==> config.mk <==
export PLATFORM = sky130hd
export DESIGN_NAME = ex_mem_stage_flat
export DESIGN_NICKNAME = d
export VERILOG_FILES = /design/src/rtl/ex_mem_if.sv /design/src/rtl/ex_mem_stage.sv /design/src/flat_wrapper.sv
export SDC_FILE = /design/constraint.sdc
export NUM_CORES = 1
export LEC_CHECK = 0
export CORE_ASPECT_RATIO = 1.1
export CORE_UTILIZATION = 41
export DETAILED_ROUTE_END_ITERATION = 8
export GPL_TIMING_DRIVEN = 0
export PLACE_DENSITY = 0.81
export SYNTH_ARGS = -nofsm -noshare
export SYNTH_HDL_FRONTEND = slang
export SYNTH_SLANG_ARGS = --single-unit
==> constraint.sdc <==
create_clock -name clk -period 1.7 [get_ports clk]
set_input_delay 0.255 -clock clk [delete_from_list [all_inputs] [get_ports clk]]
set_output_delay 0.255 -clock clk [all_outputs]
set_load 0.02 [all_outputs]
==> src/rtl/ex_mem_if.sv <==
// EX->MEM pipeline boundary: EX-side instruction fields in, registered MEM-side fields out.
// master drives the EX side and control; slave is the pipeline register itself.
interface ex_mem_if;
    logic        stall;
    logic        flush;
    logic        ex_valid;
    logic [7:0]  ex_alucontrol;
    logic [31:0] ex_aluout;
    logic        ex_overflow;
    logic [31:0] ex_rtvalue;
    logic [4:0]  ex_writereg;
    logic        ex_regwrite;
    logic [31:0] ex_pc;
    logic        mem_valid;
    logic [31:0] mem_aluout;
    logic [4:0]  mem_writereg;
    logic        mem_regwrite;
    logic [31:0] mem_pc;
    logic        mem_en;
    logic [3:0]  mem_wen;
    logic [31:0] mem_wdata;
    logic        mem_exc;
    logic [4:0]  mem_excode;
    logic [31:0] mem_badvaddr;

    modport master (
        output stall, flush, ex_valid, ex_alucontrol, ex_aluout, ex_overflow,
               ex_rtvalue, ex_writereg, ex_regwrite, ex_pc,
        input  mem_valid, mem_aluout, mem_writereg, mem_regwrite, mem_pc,
               mem_en, mem_wen, mem_wdata, mem_exc, mem_excode, mem_badvaddr
    );

    modport slave (
        input  stall, flush, ex_valid, ex_alucontrol, ex_aluout, ex_overflow,
               ex_rtvalue, ex_writereg, ex_regwrite, ex_pc,
        output mem_valid, mem_aluout, mem_writereg, mem_regwrite, mem_pc,
               mem_en, mem_wen, mem_wdata, mem_exc, mem_excode, mem_badvaddr
    );
endinterface

==> src/rtl/ex_mem_stage.sv <==
// EX/MEM pipeline register: decodes memory access, aligns store data and byte
// enables, and flags overflow / misaligned-address exceptions.
module ex_mem_stage #(
    parameter logic [4:0] EXC_OV   = 5'h0C,
    parameter logic [4:0] EXC_ADEL = 5'h04,
    parameter logic [4:0] EXC_ADES = 5'h05
) (
    input  logic   clk,
    input  logic   rst,
    ex_mem_if.slave bus
);
    localparam logic [7:0] OP_LB  = 8'b1110_0000;
    localparam logic [7:0] OP_LBU = 8'b1110_0100;
    localparam logic [7:0] OP_LH  = 8'b1110_0001;
    localparam logic [7:0] OP_LHU = 8'b1110_0101;
    localparam logic [7:0] OP_LW  = 8'b1110_0011;
    localparam logic [7:0] OP_SB  = 8'b1110_1000;
    localparam logic [7:0] OP_SH  = 8'b1110_1001;
    localparam logic [7:0] OP_SW  = 8'b1110_1011;

    logic        is_load, is_store, is_half, is_word, addr_err, exc;
    logic [3:0]  wen_raw;
    logic [31:0] wdata_raw;
    logic [31:0] addr;

    logic        n_valid, n_regwrite, n_en, n_exc;
    logic [31:0] n_aluout, n_pc, n_wdata, n_badvaddr;
    logic [4:0]  n_writereg, n_excode;
    logic [3:0]  n_wen;

    logic        r_valid, r_regwrite, r_en, r_exc;
    logic [31:0] r_aluout, r_pc, r_wdata, r_badvaddr;
    logic [4:0]  r_writereg, r_excode;
    logic [3:0]  r_wen;

    assign addr = bus.ex_aluout;

    always_comb begin
        is_load   = 1'b0;
        is_store  = 1'b0;
        is_half   = 1'b0;
        is_word   = 1'b0;
        wen_raw   = '0;
        wdata_raw = '0;
        case (bus.ex_alucontrol)
            OP_LB, OP_LBU: is_load = 1'b1;
            OP_LH, OP_LHU: begin is_load = 1'b1; is_half = 1'b1; end
            OP_LW:         begin is_load = 1'b1; is_word = 1'b1; end
            OP_SB: begin
                is_store  = 1'b1;
                wdata_raw = {4{bus.ex_rtvalue[7:0]}};
                wen_raw   = 4'b0001 << addr[1:0];
            end
            OP_SH: begin
                is_store  = 1'b1;
                is_half   = 1'b1;
                wdata_raw = {2{bus.ex_rtvalue[15:0]}};
                wen_raw   = addr[1] ? 4'b1100 : 4'b0011;
            end
            OP_SW: begin
                is_store  = 1'b1;
                is_word   = 1'b1;
                wdata_raw = bus.ex_rtvalue;
                wen_raw   = 4'b1111;
            end
            default: ;
        endcase
        addr_err = (is_half & addr[0]) | (is_word & (addr[1:0] != 2'b00));
        exc      = bus.ex_overflow | addr_err;
    end

    // Overflow outranks an address error and suppresses the bad-address report.
    always_comb begin
        n_valid    = 1'b0;
        n_aluout   = '0;
        n_writereg = '0;
        n_regwrite = 1'b0;
        n_pc       = '0;
        n_en       = 1'b0;
        n_wen      = '0;
        n_wdata    = '0;
        n_exc      = 1'b0;
        n_excode   = '0;
        n_badvaddr = '0;
        if (bus.ex_valid) begin
            n_valid    = 1'b1;
            n_aluout   = bus.ex_aluout;
            n_writereg = bus.ex_writereg;
            n_pc       = bus.ex_pc;
            n_wdata    = wdata_raw;
            n_exc      = exc;
            n_regwrite = bus.ex_regwrite & ~exc;
            n_en       = (is_load | is_store) & ~exc;
            n_wen      = exc ? 4'b0000 : wen_raw;
            if (bus.ex_overflow) begin
                n_excode = EXC_OV;
            end else if (addr_err) begin
                n_excode   = is_load ? EXC_ADEL : EXC_ADES;
                n_badvaddr = addr;
            end
        end
    end

    always_ff @(posedge clk) begin
        if (rst || bus.flush) begin
            r_valid    <= 1'b0;
            r_aluout   <= '0;
            r_writereg <= '0;
            r_regwrite <= 1'b0;
            r_pc       <= '0;
            r_en       <= 1'b0;
            r_wen      <= '0;
            r_wdata    <= '0;
            r_exc      <= 1'b0;
            r_excode   <= '0;
            r_badvaddr <= '0;
        end else if (!bus.stall) begin
            r_valid    <= n_valid;
            r_aluout   <= n_aluout;
            r_writereg <= n_writereg;
            r_regwrite <= n_regwrite;
            r_pc       <= n_pc;
            r_en       <= n_en;
            r_wen      <= n_wen;
            r_wdata    <= n_wdata;
            r_exc      <= n_exc;
            r_excode   <= n_excode;
            r_badvaddr <= n_badvaddr;
        end
    end

    assign bus.mem_valid    = r_valid;
    assign bus.mem_aluout   = r_aluout;
    assign bus.mem_writereg = r_writereg;
    assign bus.mem_regwrite = r_regwrite;
    assign bus.mem_pc       = r_pc;
    assign bus.mem_en       = r_en;
    assign bus.mem_wen      = r_wen;
    assign bus.mem_wdata    = r_wdata;
    assign bus.mem_exc      = r_exc;
    assign bus.mem_excode   = r_excode;
    assign bus.mem_badvaddr = r_badvaddr;
endmodule

==> src/flat_wrapper.sv <==
// flat-port wrapper written by rule: the top's interface ports become plain ports
module ex_mem_stage_flat 
#(
    parameter logic [4:0] EXC_OV   = 5'h0C,
    parameter logic [4:0] EXC_ADEL = 5'h04,
    parameter logic [4:0] EXC_ADES = 5'h05
)
  (clk, rst, bus_stall, bus_flush, bus_ex_valid, bus_ex_alucontrol, bus_ex_aluout, bus_ex_overflow, bus_ex_rtvalue, bus_ex_writereg, bus_ex_regwrite, bus_ex_pc, bus_mem_valid, bus_mem_aluout, bus_mem_writereg, bus_mem_regwrite, bus_mem_pc, bus_mem_en, bus_mem_wen, bus_mem_wdata, bus_mem_exc, bus_mem_excode, bus_mem_badvaddr);
  ex_mem_if bus_i ();
  input  logic clk;
  input  logic rst;
  input wire logic [$bits(bus_i.stall)-1:0] bus_stall;
  input wire logic [$bits(bus_i.flush)-1:0] bus_flush;
  input wire logic [$bits(bus_i.ex_valid)-1:0] bus_ex_valid;
  input wire logic [$bits(bus_i.ex_alucontrol)-1:0] bus_ex_alucontrol;
  input wire logic [$bits(bus_i.ex_aluout)-1:0] bus_ex_aluout;
  input wire logic [$bits(bus_i.ex_overflow)-1:0] bus_ex_overflow;
  input wire logic [$bits(bus_i.ex_rtvalue)-1:0] bus_ex_rtvalue;
  input wire logic [$bits(bus_i.ex_writereg)-1:0] bus_ex_writereg;
  input wire logic [$bits(bus_i.ex_regwrite)-1:0] bus_ex_regwrite;
  input wire logic [$bits(bus_i.ex_pc)-1:0] bus_ex_pc;
  output wire logic [$bits(bus_i.mem_valid)-1:0] bus_mem_valid;
  output wire logic [$bits(bus_i.mem_aluout)-1:0] bus_mem_aluout;
  output wire logic [$bits(bus_i.mem_writereg)-1:0] bus_mem_writereg;
  output wire logic [$bits(bus_i.mem_regwrite)-1:0] bus_mem_regwrite;
  output wire logic [$bits(bus_i.mem_pc)-1:0] bus_mem_pc;
  output wire logic [$bits(bus_i.mem_en)-1:0] bus_mem_en;
  output wire logic [$bits(bus_i.mem_wen)-1:0] bus_mem_wen;
  output wire logic [$bits(bus_i.mem_wdata)-1:0] bus_mem_wdata;
  output wire logic [$bits(bus_i.mem_exc)-1:0] bus_mem_exc;
  output wire logic [$bits(bus_i.mem_excode)-1:0] bus_mem_excode;
  output wire logic [$bits(bus_i.mem_badvaddr)-1:0] bus_mem_badvaddr;
  assign bus_i.stall = bus_stall;
  assign bus_i.flush = bus_flush;
  assign bus_i.ex_valid = bus_ex_valid;
  assign bus_i.ex_alucontrol = bus_ex_alucontrol;
  assign bus_i.ex_aluout = bus_ex_aluout;
  assign bus_i.ex_overflow = bus_ex_overflow;
  assign bus_i.ex_rtvalue = bus_ex_rtvalue;
  assign bus_i.ex_writereg = bus_ex_writereg;
  assign bus_i.ex_regwrite = bus_ex_regwrite;
  assign bus_i.ex_pc = bus_ex_pc;
  assign bus_mem_valid = bus_i.mem_valid;
  assign bus_mem_aluout = bus_i.mem_aluout;
  assign bus_mem_writereg = bus_i.mem_writereg;
  assign bus_mem_regwrite = bus_i.mem_regwrite;
  assign bus_mem_pc = bus_i.mem_pc;
  assign bus_mem_en = bus_i.mem_en;
  assign bus_mem_wen = bus_i.mem_wen;
  assign bus_mem_wdata = bus_i.mem_wdata;
  assign bus_mem_exc = bus_i.mem_exc;
  assign bus_mem_excode = bus_i.mem_excode;
  assign bus_mem_badvaddr = bus_i.mem_badvaddr;
  ex_mem_stage #(.EXC_OV(EXC_OV), .EXC_ADEL(EXC_ADEL), .EXC_ADES(EXC_ADES)) u_core (.clk(clk), .rst(rst), .bus(bus_i));
endmodule
==> results of run 1 <==
## cell usage after synthesis (all sizes together) (2+ instances only)
master	count	area [um^2]
nand4b	2	32.5
or3	12	75.1
a21oi	33	184
mux2i	8	80.1
o21ai	16	98.8
nor2	89	334
clkbuf	34	128
a22o	34	298
buf	19	176
nand2	36	135
and3	8	50.1
nor2b	10	62.6
nand3	4	20.0
a22oi	87	653
nand2b	8	52.6
nor3	2	10.0
and2	3	21.3
dfxtp	144	2880
## area by class of cell
type | count | area, um^2
timing repair buffer | 258 | 2590
fill | 960 | 3930
buffer | 52 | 309
multi-input combinational | 362 | 2230
clock inverter | 12 | 158
inverter | 1 | 3.75
sequential | 144 | 2880
clock buffer | 20 | 447
tap | 157 | 196
## power by group
part	internal (mW)	leakage [nW]	switching, mW
logic	0.412	1.76	0.399
clock network	2.36	0.287	1.44
registers	3.41	1.16	0.0204
total	6.18	3.21	1.85
## repair_timing
item	4_1_cts	5_1_grt
buffers inserted	1	0
pin swaps	1	0
hold buffers	0	0
endpoints found under the setup margin	108	58
resized for setup	5	11
## metal layers
layer  global-route usage (%)  vias up  wire (um)
met1                     28.6     2556       7020
li1                         -     2549          -
met2                     47.9      236       9220
met3                     7.06       42       1300
met4                     13.3        0        605
met5                        0        -          0
## flip-flops by register name, indices dropped and copies added (netlist names)
| name | count |
|---|---|
| u_core.bus.mem_regwrite | 1 |
| u_core.bus.mem_aluout | 32 |
| u_core.bus.mem_wen | 4 |
| u_core.bus.mem_excode | 3 |
| u_core.bus.mem_wdata | 32 |
| u_core.bus.mem_valid | 1 |
| u_core.bus.mem_badvaddr | 32 |
| u_core.bus.mem_exc | 1 |
| u_core.bus.mem_pc | 32 |
| u_core.bus.mem_writereg | 5 |
| u_core.bus.mem_en | 1 |
## path summary, 6_finish.rpt
check / end / slack, ps / start / depth (start not counted)
hold reg to reg: u_core.bus.mem_wen[1] / 460 / u_core.bus.mem_wen[1] / 2
setup / recovery: bus_mem_wdata[2] / 40 / u_core.bus.mem_wdata[2] / 1
setup reg to reg: u_core.bus.mem_writereg[2] / 960 / u_core.bus.mem_writereg[2] / 2
hold / removal: u_core.bus.mem_wdata[11] / 160 / bus_stall / 3
## kinds of logic (layout without fill, tap and decap cells)
| logic type | Yosys count | in the layout |
|---|---|---|
| flops | 144 | 144 |
| simple gates | 178 | 178 |
| compound gates | 174 | 174 |
| other cells | 1 | 2 |
| buf+inv | 54 | 343 |
| mux | 8 | 8 |
## stage by stage
stage	area, um^2	setup TNS [ps]
after floorplan	5410	0
after global placement	8180	-59990
after detailed placement	8180	-65400
after CTS	8790	0
after global routing	8820	0
final	8820	0
==> impl_metrics.json, run 1 <==
{
  "clkSinkCount": 144,
  "clk_root_buffer_cell": "sky130_fd_sc_hd__clkbuf_16",
  "core-area_um2": 12800,
  "mostFrequentLayoutCells": "252 x sky130_fd_sc_hd__clkdlybuf4s50_1, 144 x sky130_fd_sc_hd__dfxtp_1, 89 x sky130_fd_sc_hd__nor2_1",
  "place.port_buffers": 257,
  "slew_headroom_pct": 58.9,
  "timing.final.max_slew_violations": 0,
  "vias_per_cell": 5.35,
  "first_iter_violations": 409,
  "critical-path-max-stage-delay_ps": 640,
  "grt.total_usage_pct": 26.4,
  "area_fraction_in_compound_gates_after_synthesis_pct": 24.0,
  "post_route_cells_drive_above_1_share_pct": 8.36,
  "crit_arrival_ps": 1400,
  "hold_viol": 0,
  "grt_start_max_net_pins": 17,
  "stdcell_count": 1006,
  "floorplan.initialDensity_pct": 42.4,
  "dominant_combinational_cell_family_by_area_after_synthesis": "compound AO/OA/AOI/OAI gates",
  "grt_ovf": 0,
  "max-cap-violations": 0,
  "ir_worst_vdd_uv": 604,
  "outcome": "finished, violations left",
  "power_density_nw_per_um2": 911,
  "htree_num_levels": 4,
  "critical_path.cell_chain": "clkdlybuf4s50_1",
  "final_util_pct": 69.2,
  "clk_pin_slew_worst_paths_ps": 60,
  "yosys.area_share.xor_xnor_pct": 0,
  "setup_violations": 0,
  "post-layout-total-power_mw": 8.03,
  "post_synthesis_share_of_cell_area_spent_on_and_or_nand_and_nor_gates_pct": 15.5,
  "first_global_vias": 5433,
  "netlist-cell-type-count": 37,
  "holdWs_ps": 157,
  "first_pass_iters": 9,
  "clk-insertion-delay-late_ps": 410,
  "totalWireLength_um": 18100,
  "path_class": "flip-flop to output pin",
  "post-place-ws_ps": -564,
  "place_hpwl_um": 13900,
  "die-width_um": 111,
  "hold_path.class": "input pin to flip-flop",
  "yosys_most_used_dff": "sky130_fd_sc_hd__dfxtp_1",
  "fin_nets": 952,
  "synth.area.mux_share_pct": 1.48,
  "antenna-diode-count": 0,
  "drc_errors": 19,
  "area.growth.synth_to_final_pct": 63.2,
  "antenna_violating_nets_post_route": 0,
  "worst_clock_skew_on_the_final_layout_ps": 0,
  "synth.yosys.warnings": 0,
  "synthesis.area_per_instance_um2": 9.67,
  "startpoint_type": "flip-flop",
  "dpl.cell_count": 974,
  "sort_of_element_at_the_end_of_the_critical_path": "output pin",
  "finalWorstSetupSlack_ps": 40.6,
  "post_drt_wl_per_cell_um": 18.0,
  "cts-buffers-inserted": 17,
  "ys_ff_latch": 144,
  "slowest_stage": "sky130_fd_sc_hd__clkdlybuf4s50_1",
  "synth_adder_area_share_pct": 0,
  "worst-path-max-fanout": 2,
  "design.die.area_um2": 13700,
  "cell_count_after_synthesis": 559,
  "grt_setup_unrepaired": "no",
  "netlist_area_um2": 5410,
  "grt_pass1_wl_um": 28100,
  "cts_tree": "built",
  "synth_seq_area_share_pct": 53.3,
  "rows": 43,
  "critPathTopFamily": "buffers and inverters",
  "place.gp.congestion": 0.902,
  "fmaxAchievable_ghz": 0.603,
  "leakagePower_nw": 3.21,
  "violations": "DRC",
  "fin_crit_sh_pct": 97.6,
  "io_pins": 262,
  "critPathRequiredTime_ps": 1440,
  "critical_path.n_buffers_inverters": 1,
  "tightest_slew_ps": 616,
  "number_of_synthesized_flops_with_an_enable_pin": 0,
  "chipHeight_um": 122,
  "vias": 5383,
  "antenna_found_initial": 0,
  "final_common_cell": "sky130_fd_sc_hd__clkdlybuf4s50_1",
  "asyncSetResetFlopFracSynth_pct": 0,
  "max-clock-path-buffers": 2,
  "post-route-min-period_ps": 1660
}
(Power assumes the default switching activity.)
==> run 2, diff against run 1 <==
Settings changed: REMOVE_ABC_BUFFERS from default to 1.
==> impl_metrics.json, run 2 (synthesized netlist as in run 1, its figures left out) <==
{
  "grt.total_usage_pct": 25.6,
  "slowest_stage": "sky130_fd_sc_hd__clkdlybuf4s50_1",
  "rr_worst_depth": 2,
  "fillerInstances": 981,
  "antenna_found_initial": 0,
  "critical_path.n_buffers_inverters": 1,
  "critPathRequiredTime_ps": 1440,
  "postCtsHoldBufs": 0,
  "totalWireLength_um": 17900,
  "grt_pass1_wl_um": 27100,
  "power.clock.fraction_pct": 48.7,
  "r2r_slack_ps": 980,
  "antenna_violating_nets_post_route": 0,
  "crit-reg2reg-capture": "u_core.bus.mem_aluout[11]",
  "critPathTopFamily": "buffers and inverters",
  "startpoint_type": "flip-flop",
  "floorplan.initialDensity_pct": 42.4,
  "clk_root_buffer_cell": "sky130_fd_sc_hd__clkbuf_16",
  "tightest_slew_ps": 795,
  "crit_arrival_ps": 1400,
  "fin_nets": 915,
  "clk-insertion-delay-late_ps": 410,
  "cp-endpoint": "bus_mem_aluout[14]",
  "grt_setup_unrepaired": "no",
  "place_hpwl_um": 11400,
  "max-clock-path-buffers": 2,
  "first_pass_iters": 7,
  "grt_start_max_net_pins": 65,
  "topRoutingLayerUsed": "met4",
  "antenna-diode-count": 0,
  "post_drt_wl_per_cell_um": 18.5,
  "regToRegStartpoint": "u_core.bus.mem_aluout[11]",
  "clk_pin_slew_worst_paths_ps": 60,
  "htree_num_levels": 4,
  "die-width_um": 111,
  "critical-path-max-stage-delay_ps": 650,
  "leakagePower_nw": 3.17,
  "hold_path.class": "input pin to flip-flop",
  "p_sw_mw": 1.91,
  "worst_clock_skew_on_the_final_layout_ps": 0,
  "seqPwrFrac_pct": 41.6,
  "vias": 5344,
  "finalSetupTns_ps": 0,
  "place.port_buffers": 259,
  "timing.final.max_slew_violations": 0,
  "worst-path-max-fanout": 2,
  "first_iter_violations": 389,
  "post-route-min-period_ps": 1650,
  "mostFrequentLayoutCells": "252 x sky130_fd_sc_hd__clkdlybuf4s50_1, 144 x sky130_fd_sc_hd__dfxtp_1, 88 x sky130_fd_sc_hd__nor2_1",
  "path_class": "flip-flop to output pin",
  "grt_ovf": 0,
  "pwr-share-comb_pct": 9.7,
  "rows": 43,
  "chipHeight_um": 122,
  "place.gp.congestion": 0.803,
  "core-area_um2": 12800,
  "switching_share_pct": 23.2,
  "met3RoutedLength_um": 1440,
  "slew_headroom_pct": 46.8,
  "final_common_cell": "sky130_fd_sc_hd__clkdlybuf4s50_1",
  "violations": "DRC",
  "outcome": "finished, violations left",
  "internal_power_mw": 6.34,
  "drc_errors": 22,
  "cp_num_cells": 1,
  "setup_violations": 0,
  "fmaxAchievable_ghz": 0.605,
  "hold_viol": 0,
  "routedLengthMet1_um": 6920,
  "area.growth.synth_to_final_pct": 61.6,
  "clkSinkCount": 144,
  "design.die.area_um2": 13700,
  "sort_of_element_at_the_end_of_the_critical_path": "output pin",
  "fin_crit_sh_pct": 97.2,
  "vias_per_cell": 5.51,
  "setup.worst_path.start": "u_core.bus.mem_aluout[14]",
  "dr_wl_met2_um": 9040,
  "post_route_cells_drive_above_1_share_pct": 8.74,
  "holdWs_ps": 383,
  "cts_tree": "built",
  "ir_worst_vdd_uv": 733,
  "first_global_vias": 5306,
  "max-cap-violations": 0,
  "io_pins": 262,
  "power_density_nw_per_um2": 944,
  "critical_path.cell_chain": "clkdlybuf4s50_1",
  "cts-buffers-inserted": 17
}
==> run 2: cell count changes in the layout (fill, tap and decap cells not counted), moves of 2 or more <==
cell	before	now
sky130_fd_sc_hd__or2_2	0	2
sky130_fd_sc_hd__dlymetal6s2s_1	5	2
sky130_fd_sc_hd__and2_4	1	5
sky130_fd_sc_hd__clkbuf_2	6	0
sky130_fd_sc_hd__buf_2	6	2
sky130_fd_sc_hd__buf_16	0	2
sky130_fd_sc_hd__buf_12	4	1
sky130_fd_sc_hd__buf_6	3	1
sky130_fd_sc_hd__clkbuf_1	29	0
sky130_fd_sc_hd__buf_1	3	0
sky130_fd_sc_hd__dlygate4sd2_1	0	2
sky130_fd_sc_hd__clkinv_4	1	3
==> run 2: what timing repair did <==
action / in CTS / in global routing
gates cloned: 6 / 1
resized for setup: 14 / 8
setup endpoints to repair: 74 / 48
pin swaps: 3 / 0
hold endpoints to repair: 0 / 0
setup buffers: 4 / 0
==> run 2: final cells by class <==
cell class / count / area, um^2 / share of cell area [%]
Tap cell: 157 / 196 / 2.25
Timing Repair Buffer: 267 / 2720 / 31.1
Clock buffer: 18 / 439 / 5.03
Clock inverter: 14 / 201 / 2.31
Sequential cell: 144 / 2880 / 33.0
Inverter: 1 / 3.75 / 0.0430
Multi-Input combinational cell: 368 / 2300 / 26.3
==> run 2: worst min-delay path by stage <==
stage / endpoint / from / slack (ps) / depth (start not counted)
2_1_floorplan: u_core.bus.mem_badvaddr[0] / bus_ex_aluout[0] / 380 / 1
6_report: u_core.bus.mem_aluout[30] / bus_stall / 380 / 3
5_1_grt: u_core.bus.mem_aluout[30] / bus_stall / 420 / 3
3_3_place_gp: u_core.bus.mem_en / u_core.bus.mem_en / 440 / 2
4_1_cts: u_core.bus.mem_pc[29] / bus_ex_pc[29] / 440 / 3
3_5_place_dp: u_core.bus.mem_excode[2] / u_core.bus.mem_excode[2] / 450 / 2
==> run 2: routing by layer <==
layer	track usage, %	vias to the layer above
li1	-	2494
met5	0	-
met3	7.80	42
met1	28.0	2562
met2	45.3	246
met4	12.2	0
==> run 2: per-stage QoR <==
| stage | setup WS [ps] | cells | area, um^2 | util, % | power (mW) |
|---|---|---|---|---|---|
| 6_report | 48.2 | 969 | 8740 | 68.5 | 8.25 |
| 4_1_cts | 9.68 | 968 | 8710 | 68.3 | 8.27 |
| 5_1_grt | 3.28 | 969 | 8740 | 68.5 | 8.49 |
| 3_3_place_gp | -6580 | 923 | 7900 | 61.9 | 4.24 |
| 2_1_floorplan | -1450 | 507 | 5110 | - | 3.76 |
| 3_5_place_dp | -1470 | 926 | 7980 | 62.6 | 4.27 |
==> run 2: worst reg2reg max path, stage by stage, from the launching register on <==
cell and delay (ps):
sky130_fd_sc_hd__dfxtp_1 330, sky130_fd_sc_hd__a22oi_1 220, sky130_fd_sc_hd__nor2_1 70
==> run 2: power by group through the flow <==
stage	Clock (mW)	Combinational [mW]	Sequential [mW]
floorplan	0	0.211	3.55
global placement	0	0.740	3.50
detailed placement	0	0.764	3.50
CTS	4.06	0.789	3.43
global route	4.21	0.852	3.43
finish	4.02	0.803	3.43
==> run 3, diff against run 2 <==
Settings changed: CORE_UTILIZATION 41 to 37, PLACE_DENSITY 0.81 to 0.77.
Clock period 1.7 ns to 1.41 ns, I/O delays scaled along.
==> impl_metrics.json, run 3 (synthesized netlist as in run 1, its figures left out) <==
{
  "sort_of_element_at_the_end_of_the_critical_path": "flip-flop",
  "grt.total_usage_pct": 24.2,
  "number_of_cells_on_the_worst_hold_path": 2,
  "place.gp.congestion": 0.765,
  "chipHeight_um": 129,
  "startpoint_type": "input pin",
  "htree_num_levels": 4,
  "leakagePower_nw": 3.96,
  "fin_nets": 927,
  "vias": 5358,
  "antenna_found_initial": 0,
  "die-width_um": 117,
  "final_common_cell": "sky130_fd_sc_hd__dlygate4sd2_1",
  "max-clock-path-buffers": 2,
  "final_design_instance_area_without_fill_um2": 8770,
  "path_class": "input pin to flip-flop",
  "crit-reg2reg-capture": "u_core.bus.mem_aluout[21]",
  "max-cap-violations": 0,
  "drc_errors": 0,
  "grt_pass1_wl_um": 27700,
  "hold_path.class": "input pin to flip-flop",
  "mostFrequentLayoutCells": "147 x sky130_fd_sc_hd__dlygate4sd2_1, 144 x sky130_fd_sc_hd__dfxtp_1, 102 x sky130_fd_sc_hd__clkdlybuf4s50_1",
  "setup_violations": 0,
  "first_pass_iters": 4,
  "cts-buffers-inserted": 17,
  "rr_worst_depth": 2,
  "clk_pin_slew_worst_paths_ps": 60,
  "cts_tree": "built",
  "grt_ovf": 0,
  "tightest_slew_ps": 521,
  "fmaxAchievable_ghz": 0.733,
  "postCtsHoldBufs": 0,
  "power_density_nw_per_um2": 1090,
  "grt_start_max_net_pins": 56,
  "totalWireLength_um": 18400,
  "regToRegStartpoint": "u_core.bus.mem_aluout[21]",
  "holdWs_ps": 199,
  "area.growth.synth_to_final_pct": 62.3,
  "antenna_violating_nets_post_route": 0,
  "r2r_slack_ps": 680,
  "rows": 45,
  "critical_path.cell_chain": "clkdlybuf4s50_1, and4b_2, nand3_4, or3_4, a21oi_1",
  "place.port_buffers": 259,
  "timing.final.max_slew_violations": 0,
  "post_route_cells_drive_above_1_share_pct": 10.8,
  "worst-path-max-fanout": 12,
  "grt_setup_unrepaired": "yes",
  "first_global_vias": 5393,
  "floorplan.initialDensity_pct": 38.6,
  "min_delay_worst_endpoint": "u_core.bus.mem_badvaddr[1]",
  "antenna-diode-count": 0,
  "ir_worst_vdd_uv": 631,
  "post_drt_wl_per_cell_um": 18.3,
  "core-area_um2": 14000,
  "outcome": "finished clean",
  "post-route-min-period_ps": 1360,
  "io_pins": 262,
  "clk_root_buffer_cell": "sky130_fd_sc_hd__clkbuf_16",
  "fin_crit_sh_pct": 96.8,
  "crit_arrival_ps": 1700,
  "slew_headroom_pct": 65.3,
  "clkSinkCount": 144,
  "first_iter_violations": 235,
  "worst_clock_skew_on_the_final_layout_ps": 0,
  "place_hpwl_um": 11200,
  "vias_per_cell": 5.30,
  "critical-path-max-stage-delay_ps": 440,
  "worst_hold_startpoint": "bus_ex_aluout[1]",
  "design.die.area_um2": 15100,
  "clk-insertion-delay-late_ps": 400,
  "detailed_place.area_um2": 8020,
  "slowest_stage": "sky130_fd_sc_hd__or3_4",
  "hold_viol": 0,
  "critPathRequiredTime_ps": 1750
}
-- run 3: changes by cell type in the layout (fill, tap and decap cells not counted), moves of 3 or more --
cell	delta
sky130_fd_sc_hd__buf_12	+3
sky130_fd_sc_hd__clkdlybuf4s50_1	-150
sky130_fd_sc_hd__inv_6	-4
sky130_fd_sc_hd__buf_4	+6
sky130_fd_sc_hd__dlymetal6s2s_1	+3
sky130_fd_sc_hd__dlygate4sd2_1	+145
-- run 3: layout make-up --
| class | instances | area (um^2) |
|---|---|---|
| clock inverter | 10 | 139 |
| multi-input combinational | 369 | 2360 |
| sequential | 144 | 2880 |
| clock buffer | 20 | 447 |
| fill | 1153 | 5250 |
| timing repair buffer | 278 | 2710 |
| inverter | 1 | 3.75 |
| tap | 188 | 235 |
-- run 3: worst max path at each step --
stage / slack [ps] / cells past startpoint / endpoint / from
6_report: 50 / 5 / u_core.bus.mem_wdata[14] / bus_ex_alucontrol[4]
5_1_grt: -20 / 5 / u_core.bus.mem_wdata[11] / bus_ex_alucontrol[4]
4_1_cts: 6 / 5 / u_core.bus.mem_wdata[14] / bus_ex_alucontrol[5]
3_5_place_dp: -1640 / 5 / u_core.bus.mem_wdata[5] / bus_ex_alucontrol[0]
3_3_place_gp: -6940 / 4 / u_core.bus.mem_writereg[4] / bus_stall
2_1_floorplan: -1690 / 3 / u_core.bus.mem_excode[2] / bus_stall
-- run 3: metal layers --
| metal | GRT usage (%) | vias up | share of wire, % |
|---|---|---|---|
| li1 | - | 2510 | - |
| met1 | 25.2 | 2578 | 38 |
| met2 | 43.9 | 237 | 51 |
| met3 | 7.96 | 33 | 8.6 |
| met4 | 10.2 | 0 | 2.1 |
| met5 | 0 | - | 0 |
-- run 3: where the power goes --
group,internal [mW],leakage [nW],switching [mW]
registers,4.11,1.16,0.0211
clock network,2.81,0.286,1.65
logic,0.508,2.51,0.487
total,7.43,3.96,2.16
-- run 3: timing repair --
| item | in CTS | in global routing |
|---|---|---|
| pin swaps | 6 | 4 |
| setup endpoints to repair | 269 | 71 |
| buffers inserted | 7 | 6 |
| gates cloned | 9 | 1 |
| gates resized for setup | 178 | 18 |
-- run 3: through the flow --
stage / power, mW / util [%] / std cells / worst slack [ps] / TNS (ps)
6_report: 9.58 / 62.6 / 1010 / 45.1 / 0
5_1_grt: 9.93 / 62.6 / 1010 / -23.8 / -31.3
4_1_cts: 9.65 / 61.7 / 1003 / 6.43 / 0
3_5_place_dp: 5.15 / 57.2 / 957 / -1640 / -137260
3_3_place_gp: 5.12 / 56.6 / 954 / -6940 / -764570
2_1_floorplan: 4.53 / - / 507 / -1690 / -193790
-- run 3: worst max-delay path, delay by kind of cell --
kind | cells | cell delay (ps)
AND/OR/NAND/NOR | 3 | 930
buffers and inverters | 1 | 420
AO/OA/AOI/OAI | 1 | 140
